[config.mk]
export PLATFORM = sky130hd
export DESIGN_NAME = inst_fetch_ctrl
export DESIGN_NICKNAME = d
export VERILOG_FILES = /design/src/rtl/inst_fetch_ctrl_pkg.sv /design/src/rtl/inst_fetch_ctrl.sv
export SDC_FILE = /design/constraint.sdc
export NUM_CORES = 1
export LEC_CHECK = 0
export CORE_ASPECT_RATIO = 0.8
export CORE_MARGIN = 2
export CORE_UTILIZATION = 40
export DETAILED_ROUTE_END_ITERATION = 16
export PLACE_DENSITY_LB_ADDON = 0.1
export SETUP_SLACK_MARGIN = 0.02
export SLEW_MARGIN = 20
export SYNTH_ARGS = -nofsm -noshare
export SYNTH_HDL_FRONTEND = slang
export SYNTH_SLANG_ARGS = --single-unit
export TNS_END_PERCENT = 1
[constraint.sdc]
create_clock -name clk -period 2.2 [get_ports clk]
set_input_delay 0.33 -clock clk [delete_from_list [all_inputs] [get_ports clk]]
set_output_delay 0.33 -clock clk [all_outputs]
set_load 0.005 [all_outputs]
[src/rtl/inst_fetch_ctrl_pkg.sv]
// Shared CPU definitions for the fetch stage: FSM state encoding, the NOP
// instruction word and a small alignment helper.
package inst_fetch_ctrl_pkg;

  typedef enum logic [1:0] {
    ST_IDLE = 2'd0,
    ST_RUN  = 2'd1,
    ST_HALT = 2'd2
  } fetch_state_t;

  localparam logic [31:0] NOP = 32'h0000_0000;

  function automatic logic is_word_aligned(input logic [31:0] addr);
    return addr[1:0] == 2'b00;
  endfunction

endpackage

[src/rtl/inst_fetch_ctrl.sv]
// Instruction fetch controller: drives the PC to an external combinational
// instruction memory and fills the IF/ID register with valid/ready flow control.
module inst_fetch_ctrl
  import inst_fetch_ctrl_pkg::*;
#(
  parameter logic [31:0] RESET_PC   = 32'h0000_0000,
  parameter int          IMEM_WORDS = 17
) (
  input  logic        clk,
  input  logic        rst_n,
  output logic [31:0] imem_addr,
  input  logic [31:0] imem_inst,
  input  logic        redirect_valid,
  input  logic [31:0] redirect_pc,
  input  logic        id_ready,
  output logic        id_valid,
  output logic [31:0] id_inst,
  output logic [31:0] id_pc,
  output logic        halted,
  output logic        err_misalign,
  output logic [15:0] fetch_count
);

  localparam logic [29:0] IMEM_LIMIT = 30'(IMEM_WORDS);

  fetch_state_t state, state_next;
  logic [31:0]  pc;
  logic         reg_free, pc_in_range, handshake;
  logic         redir_ok, redir_bad;
  logic         do_capture, do_drop;

  assign reg_free    = !id_valid || id_ready;
  assign pc_in_range = pc[31:2] < IMEM_LIMIT;
  assign handshake   = id_valid && id_ready;
  assign redir_ok    = redirect_valid &&  is_word_aligned(redirect_pc);
  assign redir_bad   = redirect_valid && !is_word_aligned(redirect_pc);

  assign imem_addr = pc;
  assign halted    = (state == ST_HALT);

  // NOTE: sequential state uses non-blocking assignments so every register
  // samples pre-edge values, independent of statement order.
  always_ff @(posedge clk or negedge rst_n) begin
    if (!rst_n) state <= ST_IDLE;
    else        state <= state_next;
  end

  // NOTE: every always_comb output gets a default first, so no path can
  // leave it unassigned and infer a latch.
  always_comb begin
    state_next = state;
    if (redir_ok) begin
      state_next = ST_RUN;
    end else if (redir_bad) begin
      state_next = ST_HALT;
    end else begin
      unique case (state)
        ST_IDLE: state_next = ST_RUN;
        ST_RUN:  if (reg_free && !pc_in_range) state_next = ST_HALT;
        ST_HALT: state_next = ST_HALT;
        default: state_next = ST_IDLE;
      endcase
    end
  end

  // Redirects flush the IF/ID register regardless of state or stall.
  always_comb begin
    do_capture = 1'b0;
    do_drop    = 1'b0;
    if (redirect_valid) begin
      do_drop = 1'b1;
    end else begin
      unique case (state)
        ST_RUN: begin
          if (reg_free) begin
            do_capture = pc_in_range;
            do_drop    = !pc_in_range;
          end
        end
        default: do_drop = reg_free;
      endcase
    end
  end

  always_ff @(posedge clk or negedge rst_n) begin
    if (!rst_n) begin
      pc           <= RESET_PC;
      id_valid     <= 1'b0;
      id_inst      <= NOP;
      id_pc        <= 32'h0;
      err_misalign <= 1'b0;
      fetch_count  <= 16'h0;
    end else begin
      if (redir_ok)        pc <= redirect_pc;
      else if (do_capture) pc <= pc + 32'd4;

      if (do_capture) begin
        id_inst  <= imem_inst;
        id_pc    <= pc;
        id_valid <= 1'b1;
      end else if (do_drop) begin
        id_valid <= 1'b0;
      end

      if (redir_ok)       err_misalign <= 1'b0;
      else if (redir_bad) err_misalign <= 1'b1;

      if (handshake && fetch_count != 16'hFFFF) fetch_count <= fetch_count + 16'd1;
    end
  end

endmodule

Word level (Yosys, flattened, before mapping)

Index checks and enable logic that the tools add are counted.

$add $sub $neg: 2
Multipliers: 0
Divide/modulo/power cells: 0
Order comparisons: 1
Equal/unequal tests: 4
Shifts and indexed selects: 0
Multiplexer cells: 16
Bitwise logic cells: 0
Reduce and logical (&&, ||, !) cells: 14

Operators with widths:

| cell                                                         | count |
|---|---|
| 2-to-1 mux 32 bit                                            | 2 |
| adder 32 x 3 -> 32 bit (second input constant)               | 1 |
| less-than comparator 30 x 5 -> 1 bit (second input constant) | 1 |
| adder 16 x 1 -> 16 bit (second input constant)               | 1 |
| inequality test 16 bit (second input constant)               | 1 |
| 2-to-1 mux 1 bit                                             | 10 |
| 2-to-1 mux 2 bit                                             | 3 |
| case mux 2 bit (3 select lines)                              | 1 |
| nonzero test 2 bit                                           | 3 |
| logical AND 1 bit                                            | 5 |
| logical NOT 2 bit                                            | 2 |
| inequality test 4 bit (second input constant)                | 1 |
| logical NOT 1 bit                                            | 3 |
| == test 2 x 1 -> 1 bit (second input constant)               | 1 |
| == test 2 bit (second input constant)                        | 1 |
| logical OR 1 bit                                             | 1 |

Flip-flop bits (word level): 116
Latch bits: 0
Bits in writable memories: 0
ROM bits: 0
Input bits: 68
Output and inout bits: 115
Logic and storage cells: 44
Memories kept: 0

Logic depth before layout (Yosys ltp)

Word-level depth: 7
Gate-level depth with buffers: 8

Least setup slack after synthesis

OpenSTA, ideal clock, no wires.

Kind: flip-flop to flip-flop
Start point: reg pc[2], in the netlist imem_addr[2]
End point: reg id_inst[10]
Library setup time: 125 ps
Arrival: 1747 ps
Slack: 328 ps
Stages on the path, launching flop included: 8
Path buffers: 1
Clock period less this slack: 1872 ps
Cells stage by stage: dfrtp_1 -> inv_1 -> ha_1 -> nor2b_1 -> o2111ai_2 -> nor3_4 -> buf_4 -> mux2_2

Cells in the longest elaborated chain, start to end: 4

Ends and longest elaborated chain:

| element                              | RTL line              | RTL |
|---|---|---|
| from (decl)                          | inst_fetch_ctrl.sv:27 | `logic [31:0] pc;` |
| from (signal assigned)               | inst_fetch_ctrl.sv:94 | `if (redir_ok) pc <= redirect_pc;` |
| from (signal assigned)               | inst_fetch_ctrl.sv:95 | `else if (do_capture) pc <= pc + 32'd4;` |
| less-than comparator 30 x 5 -> 1 bit | inst_fetch_ctrl.sv:33 | `assign pc_in_range = pc[31:2] < IMEM_LIMIT;` |
| 2-to-1 mux 1 bit                     | inst_fetch_ctrl.sv:75 | `if (reg_free) begin` |
| 2-to-1 mux 1 bit                     | inst_fetch_ctrl.sv:73 | `unique case (state)` |
| 2-to-1 mux 1 bit                     | inst_fetch_ctrl.sv:70 | `if (redirect_valid) begin` |
| to (signal assigned)                 | inst_fetch_ctrl.sv:98 | `id_inst <= imem_inst;` |
| to (decl)                            | inst_fetch_ctrl.sv:17 | `output logic [31:0] id_inst,` |

Every way passes these cells.
A chain may end at the register's enable or synchronous reset.

Worst setup path after layout

Start point: reg pc[15], in the netlist imem_addr[15]
End point: reg id_inst[25]

The elaborated chain is that of the path after synthesis.

==> results.txt <==
* Transition time at the pin with the least slew margin: about 490 ps
- The floorplan step defined a die boundary enclosing around 0.012 mm².
- STA classifies the critical path startpoint as a flip-flop.
- The wire-length estimate of the detail-placed layout is 8.17 mm.
- In this run the power density over the cells is about 770 mW/mm².
* Number of DRC markers after the initial detailed-route iteration: 113
- The final critical path takes up 95.9% of the cycle.
* Post-synthesis instance total: 378
* Via-per-instance ratio: 4.72
- Worst setup EP type: flip-flop
- Yosys printed 0 warnings.
- Async set-or-reset flop fraction in the synthesized netlist: 100%
- Setup repair after global routing left no endpoint under its margin.
- Max-slew headroom at the worst pin: between 60 and 70%
- Initial cell density of the core: 41.6%
- Sum of overflow across all layers after global routing: 0
- Synthesized flop and latch total: 116
- The initial antenna violation count was 0.
* Outcome: completed
- TritonCTS built the clock tree.
* Number of I/O port buffers: 182
- The initialized floorplan defines 34 standard-cell rows.
- Global routing used 18.8% of the available tracks across all layers.
* Synth Flop Type: dfrtp_1
- Bufs on Longest Clock Path: 2
- In this run the count of I/O pins placed on the die edge is between 150 and 200.
- Terminus of the critical flop-to-flop path: id_inst[25]$_DFFE_PN0P_
- Number of global-route vias before repair: 3547
* Leading cell type by number of instances after synthesis: dfrtp_1
- For the final database, setup skew stands at 7.98 ps.
* Static power due to leakage: 0.00345 µW
- The cell area that synthesis handed to floorplanning was 0.00458 mm².
* Number of DRC violations after detailed routing: 0
- TritonCTS created 17 clock buffers.
* Worst min-delay path category: primary input to async pin
- Placement Cell Area: 0.00670 mm²
- After synthesis, the most frequently instantiated cells are 116 x dfrtp_1, 87 x nand2_1, 40 x mux2_2, 27 x nor2b_1, 14 x xnor2_1.
* Number of cell instances on the worst register-to-register path: 6
- Final setup violation count: 0
- Across the run, the number of max-cap violations was 0.
* Post-detailed-routing wire length: 11.4 mm
- The setup path with the least slack is of type flip-flop to flip-flop.
* Average instance area after synthesis: 12.1 µm²
* Time the worst path needs with I/O delays and setup: 2110 ps
* CTS clk-pin slew, worst paths: 60 ps
- Across all register-to-register paths, the minimum setup slack is 90 ps.
- Crit path arrival time: 2400 ps
* Net count after synthesis: 452
- Max Slew Vio Count: 0
* Max Fclk: roughly 0.47 GHz
- Core area: 0.0110 mm²
* Cell accounting for the most synthesized area: dfrtp_1
- First-pass GRT wire length: 17.7 mm
* Cell at the root of the clock tree: clkbuf_16
- Distinct cells, synth: 33
* TNS Setup: 0 ps
- CTS H-Tree Depth: 4
* FF-to-FF Start: imem_addr[15]$_DFFE_PN0P_
- The detail route stage leaves a number of antenna-violating nets equal to 0.
- Across all layers, the routed design uses 3515 vias.
- At the later pin of the worst-skew pair, clock insertion delay measures 400 ps.
- Critical path peak fanout: 20
- Before antenna repair, the detailed router went through 4 iterations.
- The area growth from synthesis to layout is 61.4%.
- Data on the critical path is required at its endpoint by around 2500 ps.
- Overall die height: 99.7 µm
* Antenna diode count: 0
- Post-route design area: roughly 0.0074 mm²
- Counting every sink on the clock net gives 116.
- Average wire length per cell after detail routing: 15.4 µm
* Register area share after synthesis: 63.3%
- Pin count of the biggest net entering global routing: 44
- After the last flow step, the layout net total stands at 662.
* Maximum ir drop on the vdd rail: 0.515 mV
- Fraction of final layout cells sized beyond drive strength 1: 17.0%
- The die is between 100 and 150 µm wide.
- The congestion estimate from routability-driven global placement came to 0.769.
* Dominant cells by area after synthesis: dfrtp_1 63%, mux2_2 9.8%, nand2_1 7.1%
- Number of failing hold endpoints at the final stage: 0
* Number of synthesized flops with an enable pin: 0
- Yosys top cell area share: a little under two thirds
## per-stage QoR
| stage | setup slack (ps) | util (%) | instances | power (µW) | hold WS, ps |
|---|---|---|---|---|---|
| after floorplan | 328 | - | 378 | 2510 | 34.4 |
| after global placement | 125 | 60.8 | 708 | 2970 | 312 |
| after detailed placement | 98.2 | 60.8 | 708 | 2980 | 312 |
| after CTS | 46.3 | 66.3 | 741 | 5710 | 433 |
| after global routing | 12.4 | 67.1 | 745 | 5910 | 445 |
| final | 90.6 | 67.1 | 745 | 5670 | 436 |
## timing repair
action                                  4_1_cts  5_1_grt
hold endpoints to repair                     31        0
gates resized for setup                       0        4
endpoints found under the setup margin        0       39
setup buffers                                 0        2
hold buffers                                  1        0
## layout make-up
type / instances / area (µm²)
Clock inverter: 14 / 153
Tap cell: 144 / 180
Fill cell: 842 / 3620
Timing Repair Buffer: 205 / 2080
Sequential cell: 116 / 2900
Multi-Input combinational cell: 241 / 1620
Inverter: 7 / 26.3
Clock buffer: 18 / 439
## state kept, by name, summed over array words and instances (netlist names)
register and cells:
err_misalign 1, fetch_count 16, id_inst 32, id_pc 32, id_valid 1, imem_addr 32, state 2
## layout by cell type (no fill, tap or decap), types with 2 or more instances in the layout
cell,n
inv_1,7
nor4_2,2
nor2b_1,26
and4_1,2
nand2_1,87
xor2_1,3
o21ai_0,6
inv_6,3
xnor2_1,14
nor4_1,3
dfrtp_1,116
clkinv_2,2
bufinv_16,2
mux2_2,40
clkinvlp_4,4
a211oi_1,2
clkinv_4,3
clkdlybuf4s50_1,181
or3_1,2
nor2_1,7
nor3_1,4
and3_1,3
nand4_1,5
nand3_1,10
clkbuf_16,19
a21oi_1,2
and2_1,4
ha_1,6
buf_12,4
mux2i_1,2
buf_4,17
## kinds of logic (layout without fill, tap and decap cells)
kind of cell	after synthesis	count (layout)	share of synthesized area [%]
AND/OR/NAND/NOR	163	163	17.5
flip-flops	116	116	63.3
multiplexers	42	42	10.3
buffers and inverters	21	244	2.16
XOR/XNOR	17	17	3.25
AO/OA/AOI/OAI	13	13	1.88
adder cells (fa/ha/maj)	6	6	1.64
## critical path: stages, from the launching register on
cell	delay, ps
dfrtp_1	400
nor4_2	360
o2111ai_4	230
nor3_4	290
buf_4	190
clkbuf_16	180
mux2_2	330
## power breakdown
part           internal (µW)  leakage, µW  switching [µW]
Sequential              2240      0.00156            94.3
Clock                   1710     0.000279             997
Combinational            384      0.00160             248
## routing by layer
layer  share of wire (%)  global-route usage (%)  wire length (µm)  vias up
li1                    -                       -                 -     1684
met1                  45                    25.4              5160     1690
met2                  44                    26.4              5030      125
met3                 9.4                    8.37              1070       16
met4                 1.6                    7.26               186        0
met5                   0                       0                 0        -
## worst max-delay path by stage
stage | from | to | slack [ps]
after floorplan | imem_addr[2]$_DFFE_PN0P_ | id_inst[10]$_DFFE_PN0P_ | 330
after global placement | redirect_valid | id_inst[19]$_DFFE_PN0P_ | 120
after detailed placement | redirect_valid | imem_addr[3]$_DFFE_PN0P_ | 100
after CTS | imem_addr[29]$_DFFE_PN0P_ | imem_addr[3]$_DFFE_PN0P_ | 50
after global routing | imem_addr[7]$_DFFE_PN0P_ | id_inst[5]$_DFFE_PN0P_ | 10
final | imem_addr[15]$_DFFE_PN0P_ | id_inst[25]$_DFFE_PN0P_ | 90
Note: power is estimated with default switching activity, not from simulation.
